**config.mk**
```make
export PLATFORM = sky130hd
export DESIGN_NAME = wash_cycle_sequencer
export DESIGN_NICKNAME = d
export VERILOG_FILES = /design/src/rtl/wash_cycle_sequencer.sv
export SDC_FILE = /design/constraint.sdc
export NUM_CORES = 1
export LEC_CHECK = 0
export ABC_CLOCK_PERIOD_IN_PS = 4650
export BUFFER_PORTS_ARGS = -buffer_cell sky130_fd_sc_hd__buf_4
export CORE_UTILIZATION = 60
export DETAILED_ROUTE_END_ITERATION = 7
export GPL_TIMING_DRIVEN = 0
export PLACE_DENSITY = 0.9
export SLEW_MARGIN = 20
export SYNTH_ARGS = -nofsm -noshare
export SYNTH_HDL_FRONTEND = slang
export SYNTH_SLANG_ARGS = --single-unit
```
**constraint.sdc**
```tcl
create_clock -name clk -period 4.65 [get_ports clk]
set_input_delay 0.93 -clock clk [delete_from_list [all_inputs] [get_ports clk]]
set_output_delay 0.93 -clock clk [all_outputs]
set_load 0.005 [all_outputs]
```
**src/rtl/wash_cycle_sequencer.sv**
```systemverilog
// Washing-machine program sequencer: timed FILL/HEAT/WASH/DRAIN/RINSE/SPIN phases
// driven by an external tick, with pause, door interlock and heat timeout.
module wash_cycle_sequencer #(
  parameter int FILL_TIME  = 8,
  parameter int WASH_TIME  = 20,
  parameter int DRAIN_TIME = 6,
  parameter int RINSE_TIME = 10,
  parameter int SPIN_TIME  = 12,
  parameter int HEAT_MAX   = 30
) (
  input  logic       clk,
  input  logic       reset,
  input  logic       tick,
  input  logic       start,
  input  logic       pause,
  input  logic       door_closed,
  input  logic [2:0] wash_mode,
  input  logic [5:0] target_temp,
  input  logic [5:0] water_temp,
  output logic       door_lock,
  output logic       water_valve,
  output logic       heater_on,
  output logic       motor_on,
  output logic       spin_fast,
  output logic       drain_pump,
  output logic       done,
  output logic       error,
  output logic [3:0] state
);

  typedef enum logic [3:0] {
    S_IDLE  = 4'd0,
    S_FILL  = 4'd1,
    S_HEAT  = 4'd2,
    S_WASH  = 4'd3,
    S_DRAIN = 4'd4,
    S_RINSE = 4'd5,
    S_SPIN  = 4'd6,
    S_DONE  = 4'd7,
    S_ERROR = 4'd8
  } state_t;

  localparam logic [7:0] FILL_T     = 8'(FILL_TIME);
  localparam logic [7:0] WASH_T     = 8'(WASH_TIME);
  localparam logic [7:0] DRAIN_T    = 8'(DRAIN_TIME);
  localparam logic [7:0] RINSE_T    = 8'(RINSE_TIME);
  localparam logic [7:0] SPIN_FULL  = 8'(SPIN_TIME);
  localparam logic [7:0] SPIN_HALF  = 8'(SPIN_TIME >> 1);
  localparam logic [7:0] HEAT_T     = 8'(HEAT_MAX);

  state_t     state_q, state_d;
  logic [7:0] timer_q, timer_d;
  logic [2:0] mode_q, mode_d;
  logic [5:0] target_q, target_d;
  logic       start_q;
  logic       armed_q;
  // {door_lock, water_valve, heater_on, motor_on, spin_fast, drain_pump, done, error}
  logic [7:0] outs_q, outs_d;

  logic       start_edge, locked, step, expire, temp_ok, run;
  logic [7:0] spin_len;

  always_comb begin
    // armed_q blocks a start level that was already high when reset released
    start_edge = start & ~start_q & armed_q;
    locked     = (state_q >= S_FILL) && (state_q <= S_SPIN);
    run        = ~pause;
    step       = tick & run;
    expire     = step && (timer_q == 8'd1);
    temp_ok    = run && (water_temp >= target_q);
    spin_len   = ((mode_q == 3'd5) || (mode_q == 3'd6)) ? SPIN_HALF : SPIN_FULL;

    state_d  = state_q;
    timer_d  = timer_q;
    mode_d   = mode_q;
    target_d = target_q;

    if (locked && step && !expire) timer_d = timer_q - 8'd1;

    case (state_q)
      S_IDLE: begin
        if (start_edge && door_closed) begin
          state_d  = S_FILL;
          timer_d  = FILL_T;
          mode_d   = wash_mode;
          target_d = target_temp;
        end
      end
      S_FILL:  if (expire) begin state_d = S_HEAT; timer_d = HEAT_T; end
      S_HEAT: begin
        if (temp_ok) begin
          state_d = S_WASH;
          timer_d = WASH_T;
        end else if (expire) begin
          state_d = S_ERROR;
        end
      end
      S_WASH:  if (expire) begin state_d = S_DRAIN; timer_d = DRAIN_T; end
      S_DRAIN: begin
        if (expire) begin
          if (mode_q == 3'd3) begin
            state_d = S_SPIN;
            timer_d = spin_len;
          end else begin
            state_d = S_RINSE;
            timer_d = RINSE_T;
          end
        end
      end
      S_RINSE: if (expire) begin state_d = S_SPIN; timer_d = spin_len; end
      S_SPIN:  if (expire) state_d = S_DONE;
      S_DONE:  if (!door_closed) state_d = S_IDLE;
      S_ERROR: state_d = S_ERROR;
      default: state_d = S_ERROR;
    endcase

    // Door interlock overrides every other transition, including pause
    if (locked && !door_closed) state_d = S_ERROR;
  end

  always_comb begin
    outs_d = 8'b0;
    case (state_q)
      S_FILL:  outs_d = {1'b1, run, 6'b0};
      S_HEAT:  outs_d = {2'b10, run, 5'b0};
      S_WASH:  outs_d = {3'b100, run, 4'b0};
      S_DRAIN: outs_d = {5'b10000, run, 2'b0};
      S_RINSE: outs_d = {1'b1, run, 1'b0, run, 4'b0};
      S_SPIN:  outs_d = {3'b100, run, run, run, 2'b0};
      S_DONE:  outs_d = 8'b0000_0010;
      S_ERROR: outs_d = 8'b0000_0001;
      default: outs_d = 8'b0;
    endcase
  end

  always_ff @(posedge clk or posedge reset) begin
    if (reset) begin
      state_q  <= S_IDLE;
      timer_q  <= 8'd0;
      mode_q   <= 3'd0;
      target_q <= 6'd0;
      start_q  <= 1'b0;
      armed_q  <= 1'b0;
      outs_q   <= 8'b0;
    end else begin
      state_q  <= state_d;
      timer_q  <= timer_d;
      mode_q   <= mode_d;
      target_q <= target_d;
      start_q  <= start;
      if (!start) armed_q <= 1'b1;
      outs_q   <= outs_d;
    end
  end

  assign {door_lock, water_valve, heater_on, motor_on,
          spin_fast, drain_pump, done, error} = outs_q;
  assign state = state_q;

endmodule
```
Word-level counts from Yosys, hierarchy flattened
Cells that the tools add are included.
{"block": "totals", "regBits": 31, "in_bits": 21, "out_inout_bits": 12}
{"block": "op_classes", "add_sub_neg": 1, "order_cmp": 3, "eq_ne": 20, "muxes": 23, "bitwise": 5, "n_reduce_logical": 13}
{"operator": "$pmux W8 S8", "count": 1}
{"operator": "$mux W8", "count": 7}
{"operator": "$mux W4", "count": 12}
{"operator": "$pmux W8 S6", "count": 1}
{"operator": "$pmux W4 S8", "count": 1}
{"operator": "$ne A3 B3 Y1 const B", "count": 7}
{"operator": "$eq A4 B3 Y1 const B", "count": 4}
{"operator": "$eq A4 B2 Y1 const B", "count": 2}
{"operator": "$eq A8 B1 Y1 const B", "count": 1}
{"operator": "$reduce_and A8 Y1", "count": 1}
{"operator": "$sub A8 B1 Y8 const B", "count": 1}
{"operator": "$logic_and A1 B1 Y1", "count": 7}
{"operator": "$eq A3 B3 Y1 const B", "count": 2}
{"operator": "$ge A6 B6 Y1", "count": 1}
{"operator": "$eq A4 B1 Y1 const B", "count": 1}
{"operator": "$eq A4 B4 Y1 const B", "count": 1}
{"operator": "$ge A4 B1 Y1 const B", "count": 1}
{"operator": "$le A4 B3 Y1 const B", "count": 1}
{"operator": "$logic_not A4 Y1", "count": 1}
{"operator": "$ne A4 B4 Y1 const B", "count": 1}
{"operator": "$and A1 B1 Y1", "count": 3}
{"operator": "$eq A3 B2 Y1 const B", "count": 1}
{"operator": "$logic_not A1 Y1", "count": 2}
{"operator": "$mux W2", "count": 1}
{"operator": "other kinds (3)", "count": 4}

Longest topological paths before layout
{"block": "logic_depth", "ltp_word": 8, "ltp_mapped": 7, "ltp_nobuf": 7}

Worst setup path before layout
OpenSTA, ideal clock, no wires.
{"block": "synth_timing", "kind": "input port to flip-flop", "startpoint": "input port water_temp[0]", "endpoint": "register state_q[2] (netlist: state[2])", "setup_time_ns": 0.129, "arrival_ns": 2.434, "t_required_ns": 4.521, "slack_ns": 2.087, "path_stages": 7, "path_cell_list": "inv_1 > ha_1 > nand2b_1 > a21o_2 > a211oi_1 > o21a_2 > o21ai_0"}
{"block": "synth_between", "elab_chain_cells": 5, "word_cells_on_any_way": 7}
{"element": "start: declaration", "line_no": "19", "rtl": "input logic [5:0] water_temp,"}
{"element": "$ge A6 B6 Y1 *", "line_no": "70", "rtl": "temp_ok = run && (water_temp >= target_q);"}
{"element": "$logic_and A1 B1 Y1 *", "line_no": "70"}
{"element": "$mux W4", "line_no": "91", "rtl": "if (temp_ok) begin"}
{"element": "$pmux W4 S8", "line_no": "80", "rtl": "case (state_q)"}
{"element": "$mux W4", "line_no": "118", "rtl": "if (locked && !door_closed) state_d = S_ERROR;"}
{"element": "end signal: assignment", "line_no": "146", "rtl": "state_q <= state_d;"}
{"element": "end: declaration", "line_no": "51", "rtl": "state_t state_q, state_d;"}
Every way passes the cells marked *; elsewhere a longest branch is shown, timed or not.
A chain may end at the register's enable or synchronous reset.

Final worst setup path
{"block": "layout_timing", "startpoint": "input port water_temp[5]", "endpoint": "register state_q[2] (netlist: state[2])"}
The elaborated chain is that of the path after synthesis.

==> results.txt <==
----------------------------------------------------
[Run status]
  Outcome ... finished, final reports clean

[Critical path]
  Buf/Inv on CP ... 1
  Startpoint of the worst setup timing path ... water_temp[5]
  Crit path cell chain ... buf_4 -> ha_1 -> a21oi_1 -> a31oi_1 -> a211oi_1 -> o21a_2 -> o21ai_0
  Slack of the worst reg-to-reg path ... 2210 ps
  Arr. time, crit path ... 2970 ps
  Required time of the worst setup path ... 4860 ps
  Destination of the worst register-to-register timing path ... state[2]
  Worst r2r path cells ... 7
  Kind of cell with the highest combined delay on the critical path ... compound AO/OA/AOI/OAI gates
  Type of destination of the critical path ... flip-flop
  Critical path endpoint ... state[2]
  Crit Path Max Fanout ... 7
  Category of the critical setup timing path ... in -> reg
  Kind of start point of the critical path ... primary input
  Startpoint of the most critical register-to-register path ... target_q[5]
  Number of gates on the worst path with buffers counted ... 7
  Slowest CP cell ... sky130_fd_sc_hd__a211oi_1
  Stage delay of the slowest cell on the critical path ... 800 ps

[Global routing]
  Met1 usage ... 0.340
  Antenna violations before repair ... 0
  Peak-usage layer in the global routing report ... met2
  M2 GR Usage ... 0.424
  Met3 usage ... 0.0637
  Pin count of the biggest net entering global routing ... 32
  Via count of the first global-routing pass ... 1493
  First-pass GRT wire length ... 6760 µm
  Residual overflow from global routing ... 0
  Gr usage total ... 0.258

[Yosys]
  Total standard cell area after synthesis ... 1910 µm²
  Avg Cell Area, Syn ... 9.66 µm²
  Count of flip-flops with a built-in enable after synthesis ... 0
  Dominant cells by area after synthesis ... sky130_fd_sc_hd__dfrtp_1 41%, sky130_fd_sc_hd__mux2_2 5.3%, sky130_fd_sc_hd__ha_1 5.2%
  Most frequent cell after synthesis ... sky130_fd_sc_hd__dfrtp_1
  Number of library cell types mapped by synthesis ... 51
  Most frequently used flop master after synthesis ... sky130_fd_sc_hd__dfrtp_1
  Share of the synthesized area in the top cell type ... 0.406
  Yosys warning total ... 0
  Syn nets ... 227
  List of most frequent post-synthesis cells ... 31 x sky130_fd_sc_hd__dfrtp_1, 22 x sky130_fd_sc_hd__nor2_1, 12 x sky130_fd_sc_hd__inv_1, 10 x sky130_fd_sc_hd__nand2_1
  Library cell with the largest summed area after synthesis ... sky130_fd_sc_hd__dfrtp_1
  Sequential share of the synthesized area ... 0.406
  Instance count of the mapped netlist ... 198
  Number of synthesized register bits ... 31
  Share of flip-flops with an asynchronous set or reset after synthesis ... 1.00

[STA]
  Highest attainable clock frequency ... 362 MHz
  Setup TNS after final layout ... 0 ps
  Setup repair after global routing missed its margin ... false
  Slew at the pin with the worst max-slew slack ... 946 ps
  Headroom to the max-slew limit ... 0.365
  Hold Violations, Final ... 0
  Final setup viols ... 0
  Final Skew ... 10.1 ps
  Period Utilization, post-route ... 0.594
  Worst-case setup margin in the final layout ... 1890 ps
  Number of max-slew violations in the final report ... 0
  Shortest period the worst path allows ... 2760 ps

[Clock tree]
  Hold-fix buffers, CTS ... 0
  Buffer count from post-CTS setup fixing ... 0
  CTS tree ... done
  CTS sink count ... 31
  Clock transition at the register clock pins on the worst setup and hold paths after CTS ... 90 ps
  Post-cts resize count ... 0
  CTS max path bufs ... 2
  Maximum level of the CTS H-tree ... 2
  CTS root buffer ... sky130_fd_sc_hd__clkbuf_4
  Worst-Skew Late Latency ... 330 ps
  Num CTS Buffers ... 5

[Pwr]
  Cell-internal power ... 0.720 mW
  Max rail drop VDD ... 351 µV
  Power dissipated by switching net loads ... 0.523 mW
  Areal power density over the cells ... 550 nW/µm²
  Static Leakage ... 1.06 nW
  Comb power frac ... 0.521
  Sw Ratio ... 0.421
  Share of power burned in the clock network ... 0.120
  Relative contribution of sequential cells to total power ... 0.359

[Floorplanning]
  Effective utilization at floorplan ... 0.631
  I/O pin count ... 33
  Number of rows created at floorplan ... 20
  Die width ... 58.5 µm
  Core footprint ... 3030 µm²
  Height of the die ... 58.5 µm
  Area enclosed by the die boundary ... 3420 µm²

[Place]
  IO buf count ... 32
  Worst slack after detailed placement ... 1570 ps
  Placer's final routability congestion estimate ... 0.921
  Placed wire-length estimate ... 3000 µm

[Layout]
  Post-layout utilization of the core ... 0.746
  Share of final-layout standard cells stronger than drive strength 1 ... 0.277
  Final-stage net count ... 266
  Synthesis-to-finish area growth ... 18.2%
  Ant diodes ... 0

[Drt]
  Number of remaining DRC errors ... 0
  Average via count per standard cell ... 5.93
  Total routed wirelength ... 4030 µm
  Initial drt markers ... 64
  Number of iterations in the first detailed-routing pass ... 6
  Average detailed-routed wire length per instance ... 14.3 µm
  Post-route ant nets ... 0
  Vias ... 1673

[Min path]
  Cell depth of the worst hold path ... 1
  Type of the tightest min-delay check ... reg -> reg

[Run]
  # Max-Cap Violations ... 0

----------------------------------------------------
==> power by group through the flow <==
stage	clock network, mW	logic [mW]	registers, mW
CTS	0.152	0.642	0.445
global route	0.163	0.730	0.457
detailed placement	0	0.638	0.451
global placement	0	0.619	0.445
floorplan	0	0.478	0.435
finish	0.149	0.648	0.446
==> state kept, by name, summed over array words and instances, names as in the netlist <==
name and flops:
target_q 6, start_q 1, mode_q 3, outs_q 8, armed_q 1, state 4, timer_q 8
==> metrics by stage <==
step / cells / cell area [µm²] / power (mW) / hold slack, ps
4_1_cts: 282 / 2260 / 1.24 / 502
3_5_place_dp: 274 / 2210 / 1.09 / 476
5_1_grt: 282 / 2260 / 1.35 / 539
6_report: 282 / 2260 / 1.24 / 499
3_3_place_gp: 274 / 2210 / 1.06 / 468
2_1_floorplan: 198 / 1910 / 0.913 / 449
==> cell usage in the layout (no fill, tap or decap), drive strengths merged, types with 2 or more instances in the layout <==
cell | synthesis | layout
xnor2 | 2 | 2
nor2b | 3 | 3
and4b | 2 | 2
o211ai | 3 | 3
nand2b | 4 | 4
ha | 8 | 8
a21oi | 7 | 7
buf | 3 | 35
nand2 | 10 | 10
xor2 | 6 | 6
clkinv | 0 | 3
clkbuf | 4 | 9
o22ai | 3 | 3
or2b | 2 | 2
a31oi | 3 | 3
inv | 12 | 12
mux2 | 9 | 9
nand4b | 2 | 2
nor3 | 5 | 5
nand4 | 6 | 6
nor2 | 22 | 22
a211oi | 4 | 4
o31ai | 3 | 3
nor4 | 5 | 5
o21ai | 4 | 4
nand3 | 9 | 9
a21o | 2 | 2
nor3b | 3 | 3
and3 | 4 | 4
dfrtp | 31 | 31
nand3b | 3 | 3
==> area by class of cell <==
type | instances | area, µm²
Inverter | 12 | 45.0
Tap cell | 44 | 55.1
Fill cell | 230 | 768
Multi-Input combinational cell | 148 | 1040
Timing Repair Buffer | 32 | 240
Clock buffer | 5 | 37.5
Buffer | 7 | 52.6
Clock inverter | 3 | 15.0
Sequential cell | 31 | 776
==> worst min-delay path by stage <==
stage	slack, ps	startpoint	to
detailed placement	480	armed_q	armed_q
global placement	470	armed_q	armed_q
CTS	500	armed_q	armed_q
global route	540	target_q[4]	target_q[4]
finish	500	armed_q	armed_q
floorplan	450	armed_q	armed_q
==> per-layer routing <==
layer	up-vias	wire length, µm
met5	-	0
met4	0	65
met3	9	253
met2	71	1950
met1	787	1760
li1	806	-
==> cells by family (layout without fill, tap and decap cells) <==
kind of cell / Yosys count / in the layout / share of synthesized area
adder cells (fa/ha/maj): 8 / 8 / 0.0524
flip-flops: 31 / 31 / 0.406
AO/OA/AOI/OAI: 39 / 39 / 0.149
AND/OR/NAND/NOR: 84 / 84 / 0.253
XOR/XNOR: 8 / 8 / 0.0367
multiplexers: 9 / 9 / 0.0530
buffers and inverters: 19 / 59 / 0.0510
==> worst register-to-register path: cells and delay by family, from the launching register on <==
family          cells  cell delay (ps)
compound gates      5             1600
buf+inv             1               50
fa+ha+maj           1              330
flops               1              350
(Power assumes the default switching activity.)
